<file path="src/rtl/sipo_deserializer.sv">
// Serial-in parallel-out deserializer with a one-word output register,
// valid/ready handshake, flush, and a sticky overflow flag.
module sipo_deserializer #(
  parameter int unsigned N         = 4,
  parameter bit          MSB_FIRST = 1'b1
) (
  input  logic         i_clk,
  input  logic         i_rst_n,
  input  logic         i_serial_in,
  input  logic         i_serial_valid,
  input  logic         i_flush,
  input  logic         i_ready,
  input  logic         i_clr_overflow,
  output logic [N-1:0] o_parallel_out,
  output logic         o_valid,
  output logic         o_busy,
  output logic         o_overflow
);

  localparam int unsigned CW = (N > 1) ? $clog2(N) : 1;

  localparam logic [0:0] IDLE  = 1'b0;
  localparam logic [0:0] SHIFT = 1'b1;

  logic [0:0]    state_q, state_d;
  logic [CW-1:0] count_q, count_d;
  logic [N-1:0]  sr_q, sr_d;
  logic [N-1:0]  out_q, out_d;
  logic          valid_q, valid_d;
  logic          ovf_q, ovf_d;

  logic          accept;
  logic          complete;
  logic          load;
  logic          drain;

  always_comb begin
    accept   = i_serial_valid & ~i_flush;
    complete = accept & (count_q == CW'(N - 1));
    drain    = valid_q & i_ready;
    load     = complete & (~valid_q | i_ready);

    state_d = state_q;
    count_d = count_q;
    sr_d    = sr_q;

    if (i_flush) begin
      state_d = IDLE;
      count_d = '0;
      sr_d    = '0;
    end else if (accept) begin
      // Shift direction sets where the first bit lands once N bits are in.
      if (MSB_FIRST) sr_d = {sr_q[N-2:0], i_serial_in};
      else           sr_d = {i_serial_in, sr_q[N-1:1]};
      if (complete) begin
        state_d = IDLE;
        count_d = '0;
      end else begin
        state_d = SHIFT;
        count_d = count_q + CW'(1);
      end
    end

    out_d   = load ? sr_d : out_q;
    valid_d = load ? 1'b1 : (drain ? 1'b0 : valid_q);

    // A set on the same edge takes priority over the clear.
    if (complete & valid_q & ~i_ready) ovf_d = 1'b1;
    else if (i_clr_overflow)           ovf_d = 1'b0;
    else                               ovf_d = ovf_q;
  end

  always_ff @(posedge i_clk or negedge i_rst_n) begin
    if (!i_rst_n) begin
      state_q <= IDLE;
      count_q <= '0;
      sr_q    <= '0;
      out_q   <= '0;
      valid_q <= 1'b0;
      ovf_q   <= 1'b0;
    end else begin
      state_q <= state_d;
      count_q <= count_d;
      sr_q    <= sr_d;
      out_q   <= out_d;
      valid_q <= valid_d;
      ovf_q   <= ovf_d;
    end
  end

  assign o_parallel_out = out_q;
  assign o_valid        = valid_q;
  assign o_busy         = (state_q == SHIFT);
  assign o_overflow     = ovf_q;

endmodule

</file>
<file path="config.mk">
export PLATFORM = sky130hd
export DESIGN_NAME = sipo_deserializer
export DESIGN_NICKNAME = d
export VERILOG_FILES = /design/src/rtl/sipo_deserializer.sv
export SDC_FILE = /design/constraint.sdc
export NUM_CORES = 1
export LEC_CHECK = 0
export CAP_MARGIN = 20
export CORE_AREA = 2 2 39 41
export DETAILED_ROUTE_END_ITERATION = 8
export DIE_AREA = 0 0 41 43
export PLACE_DENSITY = 0.71
export SLEW_MARGIN = 25
export SYNTH_ARGS = -nofsm -noshare
export SYNTH_HDL_FRONTEND = slang
export SYNTH_SLANG_ARGS = --single-unit
</file>
<file path="constraint.sdc">
create_clock -name i_clk -period 3.9 [get_ports i_clk]
set_clock_uncertainty 0.1 [all_clocks]
set_input_delay 0.585 -clock i_clk [delete_from_list [all_inputs] [get_ports i_clk]]
set_output_delay 0.585 -clock i_clk [all_outputs]
set_load 0.01 [all_outputs]
</file>
After elaboration in Yosys (flattened, before gate mapping). Cells that the tools add are included.

Add/subtract/negate cells: 1. Multipliers: 0. Div/mod/pow operators: 0. Order comparisons: 0. Equal/unequal tests: 1. Shifts and indexed selects: 0. Multiplexer cells: 12. Bitwise operators: 10. Reduce and logical (&&, ||, !) cells: 3.

Operators by type and width (count): $mux W4 (2); $mux W1 (7); $and A1 B1 Y1 (6); $mux W2 (3); $reduce_bool A2 Y1 (3); $not A1 Y1 (3); $add A2 B1 Y2 const B (1); $eq A2 B2 Y1 const B (1); $or A1 B1 Y1 (1).

Register bits after elaboration: 13. Bits in latches: 0. Bits in writable memories: 0. ROM bits: 0. Output and inout bits: 7. Logic and storage cells: 33. Memories kept: 0.

Depth between registers and ports, before layout. Gate-level depths: netlist of run 1.

Depth after elaboration: 6. Mapped depth: 4. Depth with buffers taken out: 4.

Least setup slack after synthesis of run 1. Ideal clock, no wire load.

Path kind: input-to-reg. Start point: in i_flush. End point: reg out_q[0], in the netlist o_parallel_out[0]. Library setup time: 0.125 ns. Arrival time: 1.346 ns. Path slack: 2.330 ns. Stages on the path: 4. Path through: buf_6 -> nand3b_4 -> nor2b_4 -> mux2_2.

Cells in the longest elaborated chain, start to end: 4.

Ends and longest elaborated chain: start: declaration (RTL line 11) `input logic i_flush,`; $not A1 Y1 (RTL line 38) `accept = i_serial_valid & ~i_flush;`; $and A1 B1 Y1 (RTL line 38); $mux W4 / $and A1 B1 Y1 (equally long branches) (RTL line 51, 39); $mux W4 / $and A1 B1 Y1 (equally long branches) (RTL line 47, 41); end signal: assignment (RTL line 85) `out_q <= out_d;`; end: declaration (RTL line 28) `logic [N-1:0] out_q, out_d;`.

Several ways; a longest one is shown, not always the timed one. A chain may end at the register's enable or synchronous reset.

Worst setup path in the final report of run 1.
Start point: in i_serial_valid. End point: reg out_q[0], in the netlist o_parallel_out[0].

Cells in the longest elaborated chain, start to end: 3.

Ends and longest elaborated chain: start: declaration (RTL line 10) `input logic i_serial_valid,`; $and A1 B1 Y1 (*) (RTL line 38); $mux W4 / $and A1 B1 Y1 (equally long branches) (RTL line 51, 39); $mux W4 / $and A1 B1 Y1 (equally long branches) (RTL line 47, 41).

Every way passes the cells marked *; elsewhere a longest branch is shown, timed or not.

==> results.md, run 1 <==
- Slew @ Worst Pin: approximately 0.57 ns
- CTS buffer count: 3
- CP arrival: roughly 2.0 ns
- LEAKAGE: 0.363 nW
- I/O pin total: 14
- Post-CTS setup buffers: 0
- Drt drc: 0
- Final wirelength: 891 um
- Vias in the first global route: 324
- # resized after CTS: 0
- Async set-or-reset flop fraction in the synthesized netlist: 100%
- Max rail drop VDD: about 0.22 mV
- Total track usage: 12.8%
- Die Height: 43 um
- CTS H-tree lvls: 1
- Top cells by area, synth: dfrtp_1 (58%), mux2i_1 (11%), mux2_2 (6.1%)
- Crit path max fanout: 8
- Clock root buffer: clkbuf_4
- Antenna Nets Post-Route: 0
- First-pass GRT wire length: around 1400 um
- Final slew viol count: 0
- DRT Pass-1 Iters: 1
- Leading area contributor after synthesis: dfrtp_1
- Dpl hpwl: between 600 and 700 um
- Post-synth top cells: dfrtp_1 (13), nor2_1 (7), mux2i_1 (6), mux2_2 (3), inv_1 (2)
- Area of the mapped netlist: approximately 560 sq um
- Period minus WS final: roughly 2 ns
- Synth Flop Type: dfrtp_1
- Grt total ovfl: 0
- Fillers: 139
- Setup violators final: 0
- Clock-pin slew on the worst setup and hold paths: approximately 0.07 ns
- Antenna violations before repair: 0
- Routed len/inst: 12.4 um
- Final period util: around half
- Slew margin rel.: 62.0%
- Fraction of layout cells with a size suffix above 1: around 16%
- Worst path required time: ~4.0 ns
- Most common cell in the netlist: dfrtp_1
- Power Dens Cells: between 300 and 400 mW/mm^2
- Port bufs: 13
- Area growth, synth to finish: 28.3%
- Final instance area: about 720 sq um
- Rows: 14
- Placer Congestion: between 0.6 and 0.7
- Initial Utilization: approximately two fifths
- Yosys warning count: 0
- Yosys reg bits: 13
- DR vias/cell: 4.68
- Seq/Total Area, Yosys: between 50% and 60%
- Highest achievable clock rate: ~0.5 GHz
- Core Region: 0.00138 sq mm
- Setup crit end kind: register
- Hold buffers post-CTS: 0
- Worst min path class: reg -> reg
- Clk sinks: 13
- Die X-Extent: between 40 and 50 um
- Outcome: finished, final reports clean
- Synth top area share: around three fifths
- CTS tree: done
- Die area: approximately 0.0018 sq mm
- Post-synth EDFFs: 0
- Largest net degree at the start of global routing: 14
- Mapped Cells: 41
- Clk buf depth: 2
- Final nets: 65
- Hold WS: 0.413 ns
- Clock Latency Late Sink: ~0.26 ns
- Final hold viol count: 0
- Critical path class: in -> reg
- Placed instance area: 689 sq um
- Starting DRT DRC Count: 0
- Max Cap Viol: 0
- Antenna diodes: 0
- Via count: 337
- Setup tns final: 0 ns
- Avg Synthesized Cell Area: about 14 sq um
- Unrepaired setup endpoints after global routing: false
- Setup crit start kind: input pin
- Syn nets: 49
- Yosys cell types: 15
worst paths after layout:
path                                          end              start  slack, ns  cells past startpoint
worst min-delay path            o_parallel_out[3]  o_parallel_out[3]       0.41                      1
worst max register to register  o_parallel_out[0]         count_q[0]       2.43                      4
worst max-delay path            o_parallel_out[0]     i_serial_valid       1.91                      4
min in group asynchronous              count_q[0]            i_rst_n       0.58                      1
max in group asynchronous                 sr_q[2]            i_rst_n       2.75                      1
worst min register to register  o_parallel_out[3]  o_parallel_out[3]       0.41                      1
routing by layer:
layer / wire length, um / GRT usage, % / share of wire (%)
met1: 413 / 17.1 / 46
met2: 398 / 16.9 / 45
met3: 65 / 4.71 / 7.3
met4: 14 / 8.00 / 1.6
met5: 0 / 0 / 0
logic make-up after synthesis:
| family | share of synthesized area (%) |
|---|---|
| DFF | 58.3 |
| and+or+nand+nor | 12.6 |
| muxes | 19.5 |
| buffers and inverters | 4.71 |
| AOI/OAI and AO/OA | 1.12 |
| xor gates and xnor gates | 1.57 |
| adders and majority gates | 2.24 |
state kept, by name, summed over array words and instances (netlist names):
register and count:
o_parallel_out 4, sr_q 4, count_q 2, o_busy 1
o_overflow 1, o_valid 1
layout make-up:
cell class | instances | area [sq um] | area share (%)
sequential | 13 | 325 | 45.5
multi-input combinational | 24 | 206 | 28.8
timing repair buffer | 13 | 130 | 18.2
clock buffer | 4 | 26.3 | 3.67
tap | 16 | 20.0 | 2.80
inverter | 2 | 7.51 | 1.05
report_power, final:
| group | total (mW) | internal, mW | switching, mW |
|---|---|---|---|
| combinational | 0.0289 | 0.0163 | 0.0126 |
| clock | 0.0788 | 0.0395 | 0.0393 |
| sequential | 0.143 | 0.140 | 0.00296 |
per-stage QoR:
| stage | std cells | utilization, % | setup WS [ns] | power [mW] |
|---|---|---|---|---|
| CTS | 72 | 51.7 | 1.91 | 0.257 |
| global placement | 68 | 49.8 | 1.66 | 0.175 |
| finish | 72 | 51.7 | 1.91 | 0.251 |
| floorplan | 41 | - | 2.33 | 0.161 |
| detailed placement | 68 | 49.8 | 1.62 | 0.175 |
| global route | 72 | 51.7 | 1.86 | 0.265 |
placed cells by master, fill, tap and decap left out:
cell type,Yosys,routed
nor2b_4,1,1
xnor2_1,1,1
ha_1,1,1
dfrtp_1,13,13
nand2b_1,1,1
mux2_4,1,1
mux2i_1,6,6
nor2_1,7,7
inv_1,2,2
o22ai_1,1,1
clkbuf_1,0,1
nand3b_4,1,1
clkbuf_4,0,3
mux2_2,3,3
nand2_1,1,1
clkdlybuf4s50_1,0,13
worst max-delay path: stages:
cell,delay [ns]
clkdlybuf4s50_1,0.78
nand3b_4,0.14
nor2b_4,0.18
mux2_2,0.35
Note: power is estimated with default switching activity, not from simulation.
==> inputs of run 2 (changes only) <==
Clock period 3.9 ns to 1.9 ns, I/O delays scaled along.
==> results.md, run 2 (synthesis results as in run 1) <==
- Finished Layout Cells: 74
- CP cell instances: clkdlybuf4s50_1
- Design Power: 0.518 mW
- CP max stage cell: clkdlybuf4s50_1
- Placer Congestion: just under 0.7
- Post-route setup slack: ~0.36 ns
- Post-CTS setup buffers: 0
- Fraction of layout cells with a size suffix above 1: about a fifth
- Die area: 0.00176 sq mm
- Worst path required time: ~1.5 ns
- Outcome: finished, final reports clean
- Power Dens Cells: ~710 mW/mm^2
- Hold buffers post-CTS: 0
- Crit path max fanout: 2
- Final instance area: 731 sq um
- Max stage delay on crit path: approximately 0.54 ns
- Vias in the first global route: 368
- Drt drc: 0
- Worst min path class: in -> async
- Top delay family on crit path: buffers and inverters
- Period minus WS final: approximately 1.5 ns
- Die Height: approximately 43 um
- Routed len/inst: between 10 and 15 um
- Fillers: around 130
- Setup tns final: 0 ns
- Final period util: approximately four fifths
- Final nets: 67
- Max Cap Viol: 0
- I/O pin total: 14
- Port bufs: 13
- First-pass GRT wire length: about 1500 um
- Antenna diodes: 0
- Commonest cells after routing, fill and taps aside: dfrtp_1 (13), clkdlybuf4s50_1 (13), nor2_1 (7)
- Largest net degree at the start of global routing: 14
- Setup crit start kind: register
- Clock Latency Late Sink: 0.26 ns
- LEAKAGE: around 0.37 nW
- Setup crit end kind: output pin
- Critical path class: reg -> out
- Grt total ovfl: 0
- Area growth, synth to finish: 30.9%
- Slew @ Worst Pin: approximately 0.57 ns
- DRT Pass-1 Iters: 4
- Starting DRT DRC Count: 5
- Buf/Inv on CP: 1
- Clock root buffer: clkbuf_4
- Slew margin rel.: 62.2%
- Clk sinks: 13
- Antenna Nets Post-Route: 0
- Initial Utilization: between 40% and 50%
- Unrepaired setup endpoints after global routing: false
- Clk buf depth: 2
- Final hold viol count: 0
- DR vias/cell: 4.68
- Max rail drop VDD: ~0.33 mV
- CTS H-tree lvls: 1
- Die X-Extent: 41 um
- CP arrival: around 1.2 ns
- Rows: 14
- Total track usage: between 10% and 20%
- Worst slack at placement: roughly 0.14 ns
- Placed instance area: just over 700 sq um
- Final wirelength: roughly 900 um
- Final slew viol count: 0
- Via count: 346
- Antenna violations before repair: 0
- Core Region: 0.00138 sq mm
- Clock-pin slew on the worst setup and hold paths: approximately 0.070 ns
- CTS buffer count: 3
- Dpl hpwl: ~680 um
- Highest achievable clock rate: around 0.65 GHz
- Setup violators final: 0
- Placed cell count: 70
- CTS tree: done
- # resized after CTS: 0
run 2: cell types whose count changed in the layout (fill, tap and decap cells not counted):
cell,delta
buf_4,+2
run 2: worst paths after layout:
path	start	endpoint	slack (ns)	cells after the start
max	o_parallel_out[2]	o_parallel_out[2]	0.36	1
min in group i_clk	o_parallel_out[0]	o_parallel_out[0]	0.42	1
min	i_rst_n	o_busy	0.28	1
max in group asynchronous	i_rst_n	o_parallel_out[1]	1.05	1
min reg2reg	o_parallel_out[0]	o_parallel_out[0]	0.42	1
max reg2reg	count_q[0]	o_parallel_out[1]	0.43	4
run 2: layout make-up:
type,count,area [sq um],area share (%)
sequential,13,325,44.5
inverter,2,7.51,1.03
multi-input combinational,24,206,28.3
timing repair buffer,15,145,19.9
clock buffer,4,26.3,3.60
tap,16,20.0,2.74
run 2: where the power goes:
group          total [mW]  switching, mW  internal (mW)
combinational      0.0631         0.0267         0.0364
clock               0.162         0.0805         0.0811
sequential          0.293        0.00595          0.288
total               0.518          0.113          0.405
run 2: layer usage:
layer	share of wire, %	track usage, %	vias to the layer above
li1	-	-	168
met1	42	16.2	166
met2	50	20.6	10
met3	7.0	4.71	2
met4	0.44	6.00	0
met5	0	0	-
run 2: worst register-to-register path, cell delays in order (launching register included):
cell and delay (ns):
dfrtp_1 0.37, ha_1 0.23, nand3b_4 0.11, nor2b_4 0.19
mux2_2 0.35
run 2: per-stage QoR:
step | util [%] | hold WS, ns
3_5_place_dp | 50.9 | 0.396
4_1_cts | 52.8 | 0.300
2_1_floorplan | - | -0.111
6_report | 52.8 | 0.279
5_1_grt | 52.8 | 0.343
3_3_place_gp | 50.9 | 0.396
==> inputs of run 3 (changes only) <==
Clock period 1.9 ns to 1.5 ns, I/O delays scaled along.
==> results.md, run 3 (synthesis results as in run 1) <==
- Via count: approximately 350
- Clock-pin slew on the worst setup and hold paths: ~0.080 ns
- Final hold viol count: 0
- Switching pwr: between 0.15 and 0.2 mW
- Max rail drop VDD: ~0.46 mV
- CTS H-tree lvls: 1
- Antenna violations before repair: 0
- Power Dens Cells: just under 900 mW/mm^2
- Worst Reg-to-Reg Cells: 4
- Slew @ Worst Pin: roughly 0.18 ns
- Most common cell after layout, fill and taps aside: dfrtp_1
- P_int: roughly 0.5 mW
- LEAKAGE: approximately 0.47 nW
- Dpl hpwl: about 670 um
- Gate power share: roughly an eighth
- Die area: about 0.0018 sq mm
- Worst slack at placement: -0.205 ns
- Unrepaired setup endpoints after global routing: false
- CP max stage cell: dfrtp_1
- Commonest cells after routing, fill and taps aside: dfrtp_1 (13), nor2_1 (7), mux2i_1 (6), clkdlybuf4s50_1 (6), buf_4 (6)
- Fillers: between 100 and 150
- Placer Congestion: ~0.71
- Post-CTS setup buffers: 0
- Die Height: 43 um
- CP arrival: between 1 and 1.5 ns
- I/O pin total: 14
- Fraction of layout cells with a size suffix above 1: between 20% and 30%
- Critical path class: reg -> reg
- Starting DRT DRC Count: 4
- Highest achievable clock rate: slightly above 0.7 GHz
- Clk network pwr share: between 30% and 40%
- Core Region: 0.00138 sq mm
- First-pass GRT wire length: around 1400 um
- Worst min path class: in -> async
- Crit path max fanout: 4
- FF-to-FF End: o_parallel_out[1]
- R2r startpoint: count_q[0]
- Total track usage: 13.3%
- Switching part of the total: between 20% and 30%
- Period minus WS final: about 1.4 ns
- Setup tns final: 0 ns
- Port bufs: 13
- Seq pwr share: approximately 56%
- Clk sinks: 13
- Routed len/inst: 11.1 um
- Antenna Nets Post-Route: 0
- Setup violators final: 0
- DRT Pass-1 Iters: 2
- Slew margin rel.: between 80 and 90%
- Post-route setup slack: 0.0918 ns
- DR vias/cell: 4.50
- Antenna diodes: 0
- Setup crit end kind: register
- Rows: 14
- Initial Utilization: just over 40%
- Drt drc: 0
- Clock Latency Late Sink: approximately 0.28 ns
- Largest net degree at the start of global routing: 14
- Max Cap Viol: 0
- Area growth, synth to finish: 37.9%
- Final wirelength: approximately 870 um
- Vias in the first global route: roughly 340
- CTS buffer count: 3
- Outcome: finished, final reports clean
- Clk buf depth: 2
- CTS tree: done
- Die X-Extent: just over 40 um
- Final period util: a little over nine tenths
- FF-to-FF setup slack: ~0.092 ns
- Final nets: a little over 70
- Clock root buffer: clkbuf_4
- Setup crit start kind: register
- Final slew viol count: 0
- Grt total ovfl: 0
- Max stage delay on crit path: between 0.3 and 0.4 ns
- Worst path required time: about 1.6 ns
- CP cell instances: ha_2 -> nand3b_4 -> nor2b_4 -> mux2_2
- Hold buffers post-CTS: 0
## run 3: cell types whose count changed in the layout (fill, tap and decap cells not counted), sizes merged
cell / before / now
buf: 2 / 6
clkdlybuf4s50: 13 / 6
dlymetal6s2s: 0 / 4
dlygate4sd2: 0 / 3
## run 3: cell type report
| type | instances | area (sq um) | area share, % |
|---|---|---|---|
| Clock buffer | 4 | 26.3 | 3.41 |
| Inverter | 2 | 7.51 | 0.976 |
| Multi-Input combinational cell | 24 | 209 | 27.2 |
| Sequential cell | 13 | 325 | 42.3 |
| Tap cell | 16 | 20.0 | 2.60 |
| Timing Repair Buffer | 19 | 181 | 23.6 |
## run 3: metrics by stage
| stage | utilization [%] | std cells | hold WS (ns) | cell area [sq um] | total power [mW] |
|---|---|---|---|---|---|
| after floorplan | - | 41 | -0.171 | 558 | 0.419 |
| after global placement | 53.1 | 74 | 0.393 | 734 | 0.462 |
| after detailed placement | 53.1 | 74 | 0.397 | 734 | 0.463 |
| after CTS | 54.7 | 78 | 0.155 | 757 | 0.674 |
| after global routing | 55.6 | 78 | 0.179 | 769 | 0.703 |
| final | 55.6 | 78 | 0.143 | 769 | 0.666 |
## run 3: worst max path at each step
| stage | from | end | slack (ns) | cells past startpoint |
|---|---|---|---|---|
| after floorplan | count_q[0] | o_parallel_out[0] | 0.14 | 4 |
| after global placement | i_serial_valid | o_parallel_out[2] | -0.19 | 5 |
| after detailed placement | i_serial_valid | o_parallel_out[0] | -0.21 | 5 |
| after CTS | o_parallel_out[3] | o_parallel_out[3] | 0.003 | 1 |
| after global routing | count_q[0] | o_parallel_out[0] | 0.02 | 4 |
| final | count_q[0] | o_parallel_out[1] | 0.09 | 4 |
## run 3: critical path: cells and delay by family (launching register included)
kind	cells	cell delay [ns]
DFF	1	0.37
muxes	1	0.35
adders and majority gates	1	0.21
and+or+nand+nor	2	0.27
## run 3: metal layers
metal | vias to the layer above | wire, um | track usage (%)
met4 | 0 | 36 | 12.0
li1 | 178 | - | -
met3 | 5 | 59 | 4.71
met2 | 13 | 385 | 18.4
met5 | - | 0 | 0
met1 | 155 | 385 | 15.1
## run 3: power groups by stage
stage | Clock [mW] | Combinational [mW] | Sequential, mW
finish | 0.214 | 0.0804 | 0.372
global route | 0.239 | 0.0902 | 0.374
CTS | 0.219 | 0.0829 | 0.372
detailed placement | 0 | 0.0841 | 0.379
global placement | 0 | 0.0829 | 0.379
floorplan | 0 | 0.0379 | 0.381
## run 3: what timing repair did
item / CTS / global route
setup endpoints to repair: 3 / 5
hold endpoints to repair: 0 / 0
gates cloned: 0 / 0
resized for setup: 3 / 5
